==> src/rtl/instr_fetch_pkg.sv <==
// Shared types and constants for the instruction fetch unit.
package instr_fetch_pkg;

    localparam int INSTR_WIDTH = 32;
    localparam int PC_WIDTH    = 32;

    // Canonical NOP (addi x0, x0, 0) carried by fault entries
    localparam logic [INSTR_WIDTH-1:0] NOP_INSTR = 32'h0000_0013;

    // Fault cause codes presented on if_fault_cause_o
    localparam logic FAULT_CAUSE_BUS_ERR  = 1'b0;
    localparam logic FAULT_CAUSE_MISALIGN = 1'b1;

    typedef enum logic {
        FETCH_ST_FETCH      = 1'b0,
        FETCH_ST_FAULT_WAIT = 1'b1
    } fetch_state_e;

    // One IF/ID queue entry
    typedef struct packed {
        logic                   fault;
        logic                   cause;
        logic [PC_WIDTH-1:0]    pc;
        logic [INSTR_WIDTH-1:0] instr;
    } fq_entry_t;

endpackage

==> src/rtl/fetch_queue.sv <==
// fetch_queue: small synchronous FIFO with push/pop/flush and occupancy.
// A flush empties the queue but still accepts a same-cycle push, so the
// pushed word becomes the only entry after the edge.
module fetch_queue #(
    parameter int WIDTH = 32,
    parameter int DEPTH = 3
) (
    input  logic                       clk,
    input  logic                       rst_n,
    input  logic                       flush,
    input  logic                       push,
    input  logic [WIDTH-1:0]           push_data,
    input  logic                       pop,
    output logic [WIDTH-1:0]           head_data,
    output logic [$clog2(DEPTH+1)-1:0] occ
);

    localparam int PTR_W = $clog2(DEPTH);
    localparam int OCC_W = $clog2(DEPTH + 1);

    logic [WIDTH-1:0] mem [DEPTH];
    logic [PTR_W-1:0] rd_ptr;
    logic [PTR_W-1:0] wr_ptr;
    logic [OCC_W-1:0] count;
    logic             do_pop;

    function automatic logic [PTR_W-1:0] next_ptr(input logic [PTR_W-1:0] p);
        return (p == PTR_W'(DEPTH - 1)) ? '0 : p + PTR_W'(1);
    endfunction

    // Pops are ignored while flushing and when empty; the owner guarantees
    // a push never lands on a full queue unless a pop happens alongside it.
    assign do_pop    = pop && (count != '0) && !flush;
    assign head_data = mem[rd_ptr];
    assign occ       = count;

    // Pointer and occupancy control
    always_ff @(posedge clk) begin
        if (!rst_n) begin
            rd_ptr <= '0;
            wr_ptr <= '0;
            count  <= '0;
        end else if (flush) begin
            rd_ptr <= wr_ptr;
            wr_ptr <= push ? next_ptr(wr_ptr) : wr_ptr;
            count  <= OCC_W'(push);
        end else begin
            if (push)
                wr_ptr <= next_ptr(wr_ptr);
            if (do_pop)
                rd_ptr <= next_ptr(rd_ptr);
            count <= count + OCC_W'(push) - OCC_W'(do_pop);
        end
    end

    // Storage write; contents are qualified by occupancy so need no reset
    always_ff @(posedge clk) begin
        if (push)
            mem[wr_ptr] <= push_data;
    end

endmodule

==> src/rtl/instr_fetch.sv <==
// instr_fetch: owns the PC, issues in-order word fetches to imem, buffers
// {pc, instr} pairs and hands them to decode; flushes on EX redirects.
// Optional: define FETCH_MISALIGN_CHECK_EN to turn a misaligned redirect
// target into a fault entry (cause 1) instead of silently aligning it.
module instr_fetch
    import instr_fetch_pkg::*;
#(
    parameter logic [PC_WIDTH-1:0] RESET_PC = 32'h0000_0000,
    parameter int                  FQ_DEPTH = 3
) (
    input  logic                   clk,
    input  logic                   rst_n,
    output logic                   imem_req_valid_o,
    input  logic                   imem_req_ready_i,
    output logic [PC_WIDTH-1:0]    imem_req_addr_o,
    input  logic                   imem_rsp_valid_i,
    input  logic [INSTR_WIDTH-1:0] imem_rsp_data_i,
    input  logic                   imem_rsp_err_i,
    input  logic                   redirect_i,
    input  logic [PC_WIDTH-1:0]    redirect_pc_i,
    output logic                   if_valid_o,
    input  logic                   if_ready_i,
    output logic [INSTR_WIDTH-1:0] if_instr_o,
    output logic [PC_WIDTH-1:0]    if_pc_o,
    output logic                   if_fault_o,
    output logic                   if_fault_cause_o
);

    localparam int CNT_W   = $clog2(FQ_DEPTH + 1);
    localparam int ENTRY_W = $bits(fq_entry_t);

    fetch_state_e        state_q, state_d;
    logic [PC_WIDTH-1:0] pc_q;
    logic [CNT_W-1:0]    out_q;
    logic [CNT_W-1:0]    drop_q;
    logic [CNT_W-1:0]    fq_occ;
    logic [CNT_W-1:0]    pc_fifo_occ_unused;

    logic                credit_ok;
    logic                req_valid;
    logic                req_fire;
    logic                rsp_accept;
    logic                redirect_misalign;
    logic [PC_WIDTH-1:0] redirect_pc_eff;
    logic [PC_WIDTH-1:0] rsp_pc;
    logic                fq_push;
    logic                fq_pop;
    fq_entry_t           fq_push_entry;
    fq_entry_t           fq_head;
    logic                unused_bits;

`ifdef FETCH_MISALIGN_CHECK_EN
    assign redirect_pc_eff   = redirect_pc_i;
    assign redirect_misalign = redirect_i && (redirect_pc_i[1:0] != 2'b00);
    assign if_fault_cause_o  = if_valid_o & fq_head.cause;
    assign unused_bits       = 1'b0;
`else
    assign redirect_pc_eff   = {redirect_pc_i[PC_WIDTH-1:2], 2'b00};
    assign redirect_misalign = 1'b0;
    assign if_fault_cause_o  = 1'b0;
    assign unused_bits       = ^{fq_head.cause, redirect_pc_i[1:0]};
`endif

    // Credit uses registered counts only: every in-flight request owns a slot
    assign credit_ok  = (int'(out_q) + int'(fq_occ)) < FQ_DEPTH;
    assign req_fire   = req_valid && imem_req_ready_i;
    assign rsp_accept = imem_rsp_valid_i && (drop_q == '0) && !redirect_i;
    assign fq_pop     = if_valid_o && if_ready_i;

    assign imem_req_valid_o = req_valid;
    assign imem_req_addr_o  = pc_q;

    // FSM next state and request valid
    always_comb begin
        state_d   = state_q;
        req_valid = 1'b0;
        case (state_q)
            FETCH_ST_FETCH:      req_valid = rst_n && !redirect_i && credit_ok;
            FETCH_ST_FAULT_WAIT: req_valid = 1'b0;
            default:             req_valid = 1'b0;
        endcase
        if (rsp_accept && imem_rsp_err_i)
            state_d = FETCH_ST_FAULT_WAIT;
        if (redirect_i)
            state_d = redirect_misalign ? FETCH_ST_FAULT_WAIT : FETCH_ST_FETCH;
    end

    // FSM state, PC and outstanding/drop counters
    always_ff @(posedge clk) begin
        if (!rst_n) begin
            state_q <= FETCH_ST_FETCH;
            pc_q    <= RESET_PC;
            out_q   <= '0;
            drop_q  <= '0;
        end else begin
            state_q <= state_d;
            if (redirect_i) begin
                // Everything still in flight is stale; no request fires here
                pc_q   <= redirect_pc_eff;
                out_q  <= out_q - CNT_W'(imem_rsp_valid_i);
                drop_q <= out_q - CNT_W'(imem_rsp_valid_i);
            end else begin
                if (req_fire)
                    pc_q <= pc_q + PC_WIDTH'(4);
                out_q <= out_q + CNT_W'(req_fire) - CNT_W'(imem_rsp_valid_i);
                if (imem_rsp_valid_i && (drop_q != '0))
                    drop_q <= drop_q - CNT_W'(1);
            end
        end
    end

    // Queue entry built from the response, or a misaligned-target fault
    always_comb begin
        fq_push             = rsp_accept;
        fq_push_entry.fault = 1'b0;
        fq_push_entry.cause = FAULT_CAUSE_BUS_ERR;
        fq_push_entry.pc    = rsp_pc;
        fq_push_entry.instr = imem_rsp_data_i;
        if (rsp_accept && imem_rsp_err_i) begin
            fq_push_entry.fault = 1'b1;
            fq_push_entry.instr = NOP_INSTR;
        end
`ifdef FETCH_MISALIGN_CHECK_EN
        if (redirect_misalign) begin
            fq_push             = 1'b1;
            fq_push_entry.fault = 1'b1;
            fq_push_entry.cause = FAULT_CAUSE_MISALIGN;
            fq_push_entry.pc    = redirect_pc_i;
            fq_push_entry.instr = NOP_INSTR;
        end
`endif
    end

    // PCs of requests whose responses are still owed, in issue order
    fetch_queue #(
        .WIDTH (PC_WIDTH),
        .DEPTH (FQ_DEPTH)
    ) u_pc_fifo (
        .clk       (clk),
        .rst_n     (rst_n),
        .flush     (redirect_i),
        .push      (req_fire),
        .push_data (pc_q),
        .pop       (rsp_accept),
        .head_data (rsp_pc),
        .occ       (pc_fifo_occ_unused)
    );

    // Returned entries waiting for decode
    fetch_queue #(
        .WIDTH (ENTRY_W),
        .DEPTH (FQ_DEPTH)
    ) u_entry_fifo (
        .clk       (clk),
        .rst_n     (rst_n),
        .flush     (redirect_i),
        .push      (fq_push),
        .push_data (fq_push_entry),
        .pop       (fq_pop),
        .head_data (fq_head),
        .occ       (fq_occ)
    );

    // Payload is masked while empty so decode sees zeros, not stale storage
    assign if_valid_o = (fq_occ != '0);
    assign if_instr_o = if_valid_o ? fq_head.instr : '0;
    assign if_pc_o    = if_valid_o ? fq_head.pc : '0;
    assign if_fault_o = if_valid_o & fq_head.fault;

endmodule

==> config.mk <==
export PLATFORM = sky130hd
export DESIGN_NAME = instr_fetch
export DESIGN_NICKNAME = d
export VERILOG_FILES = /design/src/rtl/instr_fetch_pkg.sv /design/src/rtl/fetch_queue.sv /design/src/rtl/instr_fetch.sv
export SDC_FILE = /design/constraint.sdc
export NUM_CORES = 1
export LEC_CHECK = 0
export BUFFER_PORTS_ARGS = -buffer_cell sky130_fd_sc_hd__buf_2
export CAP_MARGIN = 10
export CORE_ASPECT_RATIO = 1.5
export CORE_MARGIN = 10
export CORE_UTILIZATION = 53
export DETAILED_ROUTE_END_ITERATION = 10
export PLACE_DENSITY = 0.82
export SYNTH_ARGS = -nofsm -noshare
export SYNTH_HDL_FRONTEND = slang
export SYNTH_SLANG_ARGS = --single-unit
export TNS_END_PERCENT = 10
==> constraint.sdc <==
create_clock -name clk -period 12.11 [get_ports clk]
set_input_delay 3.0275 -clock clk [delete_from_list [all_inputs] [get_ports clk]]
set_output_delay 3.0275 -clock clk [all_outputs]
set_load 0.01 [all_outputs]
# == Word level (Yosys, flattened, before mapping) ==
# Memories as Yosys holds them, arrays and structs flattened. A register that Yosys moved wholly into a read port is not among the register bits.
# Cells that the tools add are included.
# word_totals
output_inout_bits,100
regBits,49
n_memories,2
in_bits,71
ram_bits,291
# op_classes
magnitude_cmp,1
bitwise,3
n_eq_ne,4
n_mux,28
addsub,14
n_reduce_logical,22
# memory_table
name,depth,word_bits,rd,rd_ports_with_merged_regs,write_ports,line_no,text
u_entry_fifo.mem,3,65,1,1,1,fetch_queue.sv:21,logic [WIDTH-1:0] mem [DEPTH];
u_pc_fifo.mem,3,32,1,1,1,fetch_queue.sv:21,
# ops
cell,n
two-way mux 32 bit,5
adder 32 x 3 -> 32 bit (second input constant),1
two-way mux 2 bit,15
nonzero test 2 bit,7
logical AND 1 bit,12
adder 2 x 1 -> 2 bit (second input constant),4
== test 2 bit (second input constant),4
subtractor 2 x 1 -> 2 bit,4
two-way mux 1 bit,7
adder 2 x 1 -> 2 bit,3
adder 2 x 2 -> 3 bit,1
less-than comparator 3 x 2 -> 1 bit (second input constant),1
zero test 2 bit,1
inverter 1 bit,2
one-hot mux 1 bit (2 select lines),1
OR reduction 2 bit,1
subtractor 2 x 1 -> 2 bit (second input constant),1
AND 1 bit,1
zero test 1 bit,1

# == Logic depth before layout (Yosys ltp) ==
# logic_depth
word_depth,9
mapped_depth,13
depth_no_buf,11

# == By module ==
# Synthesis repeated with hierarchy kept, for this count alone.
# hier_totals
hier_cells,1095
hier_area_um2,14582.7
# modules_own_cells
mod,cells_each,n_inst,area_each_um2
fetch_queue at u_entry_fifo,454,1,7694.9
fetch_queue at u_pc_fifo,239,1,3897.5
instr_fetch,402,1,2990.4

# == Worst setup path after synthesis ==
# No wires, ideal clock.
# synth_timing
path_type,input -> register
from,input port redirect_i
to,memory u_entry_fifo.mem[2][0] (netlist name) (enable)
arrival_time_ns,8.056
setup_time_ns,0.575
setup_slack_ns,3.479
n_path_buf,1
cell_stages,4
path_cell_list,buf_4 > inv_1 > nand3_1 > nor3b_1
# synth_via
elab_chain_len,4
# synth_lines
element,line_no,text
"start, declared",instr_fetch.sv:19,"input logic redirect_i,"
zero test 1 bit,instr_fetch.sv:67,assign rsp_accept = imem_rsp_valid_i && (drop_q == '0) && !redirect_i;
logical AND 1 bit,instr_fetch.sv:67,
two-way mux 1 bit,fetch_queue.sv:58,if (push)
two-way mux 1 bit (implied by the code),fetch_queue.sv:59,mem[wr_ptr] <= push_data;
"end, declared",fetch_queue.sv:21,
# Every way passes these cells.

# == Final worst setup path ==
# layout_timing
from,input port redirect_i
to,output port imem_req_valid_o
# layout_via
elab_chain_len,4
# layout_lines
element,line_no,text
zero test 1 bit,instr_fetch.sv:78,FETCH_ST_FETCH: req_valid = rst_n && !redirect_i && credit_ok;
logical AND 1 bit (2 in a row),instr_fetch.sv:78,
one-hot mux 1 bit (2 select lines),instr_fetch.sv:77,case (state_q)
"end, declared",instr_fetch.sv:13,"output logic imem_req_valid_o,"
# Every way passes these cells.

==> results.py <==
metrics = {
    "finish": {
        "multiInputGateArea_um2": 3820,
        "drive_gt1_frac": 0.199,
        "final_common_cell": "edfxtp_1",
        "regArea_um2": 9410,
        "syn2layout_area_growth_pct": 15.9,
        "num_antenna_cells": 0,
        "most-common-layout-cells": "edfxtp_1 (279), nor2_1 (164), buf_2 (163)",
        "nets": 1276,
        "fillers": 1867,
    },
    "logic_synthesis": {
        "synth_top_area_frac": 0.620,
        "synthTopCellsByArea": "edfxtp_1 (62%), dfxtp_1 (7.6%), mux2i_1 (6.9%)",
        "ys.flop_type": "edfxtp_1",
        "ys_seq_area_frac": 0.696,
        "async_reset_ff_frac": 0,
        "yosys.area_share.simple": 0.114,
        "synth_area_leader_cell": "edfxtp_1",
        "synth_compound_area_frac": 0.0753,
        "synth-seq-cells": 330,
        "syn_avg_cell_area_um2": 12.9,
        "synthXorXnorAreaFrac": 0.00843,
        "synth_area_um2": 13500,
        "synth_fa_ha_area_frac": 0.0107,
        "synthMuxAreaShare": 0.0706,
        "ys_warn_count": 0,
        "yosysUniqueCellTypes": 51,
        "synth_edf_count": 279,
        "syn_inst": 1045,
        "synth_top_family_by_area": "simple AND/OR/NAND/NOR gates",
    },
    "clock_network": {
        "cts_made_buffers": 30,
        "cts_tree": "yes",
        "cts.sinks": 330,
        "clockBufferDepth": 3,
        "clk_latency_ns": 0.56,
        "clk_pin_slew_ns": 0.06,
        "cts-root-buf": "clkbuf_16",
        "htreeDepth": 1,
        "cts.hold.buffers_added": 0,
        "postCtsSetupBuffers": 0,
        "cts_resized": 0,
    },
    "timing": {
        "finalCriticalPeriod_ns": 7.11,
        "setup_violations": 0,
        "slew_headroom": 0.275,
        "rsz0062_at_grt": "false",
        "slew_viol_final": 0,
        "tns_ns": 0,
        "fmax_mhz": 141,
        "fin_crit_sh": 0.587,
        "final_hold_viol_count": 0,
        "worst_pin_slew_ns": 1.09,
        "skew_ns": 0.0157,
    },
    "placement": {
        "place.gp.congestion": 0.951,
        "hpwl_um": 18200,
        "portBuffers": 163,
    },
    "critical_path": {
        "end_kind": "primary output",
        "crit_type": "input pin to primary output",
        "critPathRequiredTime_ns": 9.08,
        "crit_arrival_ns": 4.08,
        "cp_max_fo": 37,
        "cp-start-kind": "input pin",
    },
    "global_route": {
        "grt.total_usage": 0.171,
        "grt_overflow_total": 0,
        "grt_max_degree": 87,
        "antenna_found_initial": 0,
        "grt_pass1_wl_um": 44700,
        "grt_pass1_vias": 8662,
    },
    "routing": {
        "ant_nets": 0,
        "via_per_inst": 5.44,
        "drt_first_iter_violations": 529,
        "drc_errors": 0,
        "first_pass_iters": 5,
        "wl_per_cell_um": 18.3,
        "wl_um": 28300,
        "via_count": 8417,
    },
    "floorplan": {
        "start_util": 0.537,
        "placementRows": 71,
        "io_pins": 171,
        "core_area_um2": 25100,
        "fp.dieW_um": 150,
        "die_height_um": 216,
        "dieArea_um2": 32400,
    },
    "min_path": {
        "hp-class": "flip-flop to flip-flop",
    },
    "pwr": {
        "power_density_nw_per_um2": 156,
        "finalPower_mw": 2.44,
        "p_leak_nw": 5.73,
        "ir_drop_v": 0.000103,
    },
    "outcome": {
        "status": "finished, final reports clean",
    },
    "flow_run": {
        "cap_violations": 0,
    },
}
## worst max-delay path: stages
cell      delay (ns)
buf_2           0.55
nand2b_4        0.30
nor2_1          0.05
buf_2           0.14
## Yosys cell counts, drive strengths merged, types with 15 or more instances
cell      n
and2     32
nand2    60
clkbuf   45
a21oi    94
edfxtp  279
o21ai    51
nand4    15
dfxtp    51
inv      19
buf      18
mux2i    93
nor2    166
## sequential cells by signal, indices dropped and copies added, names as in the netlist, named ones only
register and flops:
u_entry_fifo.mem 189, u_pc_fifo.mem 90, imem_req_addr_o 30, drop_q 2
out_q 2, u_entry_fifo.occ 2, u_entry_fifo.rd_ptr 2, u_entry_fifo.wr_ptr 2
u_pc_fifo.occ 2, u_pc_fifo.rd_ptr 2, u_pc_fifo.wr_ptr 2, state_q 1
## cell families after synthesis
logic type	after synthesis
multiplexers	95
other	1
buffers and inverters	82
AND/OR/NAND/NOR	330
XOR/XNOR	13
flip-flops	330
adder cells (fa/ha/maj)	11
AO/OA/AOI/OAI	183
## routing by layer
metal | GRT usage | vias up | wire, µm
met4 | 0.0614 | 0 | 745
li1 | - | 4115 | -
met1 | 0.194 | 3994 | 11000
met5 | 0 | - | 0
met2 | 0.309 | 254 | 14900
met3 | 0.0331 | 54 | 1660
## power breakdown
group	leakage (nW)	internal [mW]	switching, mW
sequential	2.96	1.27	0.0279
clock	0.496	0.572	0.395
combinational	2.28	0.0663	0.106
total	5.73	1.91	0.529
## stage by stage
step           instances  setup WS [ns]  area [µm²]  utilization  hold WS, ns
3_3_place_gp        1490           5.02       14600        0.582        0.448
4_1_cts             1546           5.02       15700        0.623        0.476
2_1_floorplan       1049           3.48       13500            -        0.442
3_5_place_dp        1490           5.01       14600        0.582        0.461
5_1_grt             1546           4.94       15700        0.623        0.495
6_report            1546           5.00       15700        0.623        0.470
## path summary, 6_finish.rpt
kind / cells past startpoint / from / slack (ns) / endpoint
hold / removal: 1 / state_q / 0.47 / state_q
setup reg to reg: 9 / u_entry_fifo.occ[0] / 8.82 / imem_req_addr_o[22]
hold reg to reg: 1 / state_q / 0.47 / state_q
setup / recovery: 4 / redirect_i / 5.00 / imem_req_valid_o
## area by class of cell
class                   count  share of cell area
multi-input cells         637               0.244
inverters                  19             0.00455
well taps                 328              0.0262
repair buffers            176              0.0583
flip-flops and latches    330               0.601
clock inverters            17              0.0126
clock buffers              39              0.0534
(Power assumes the default switching activity.)
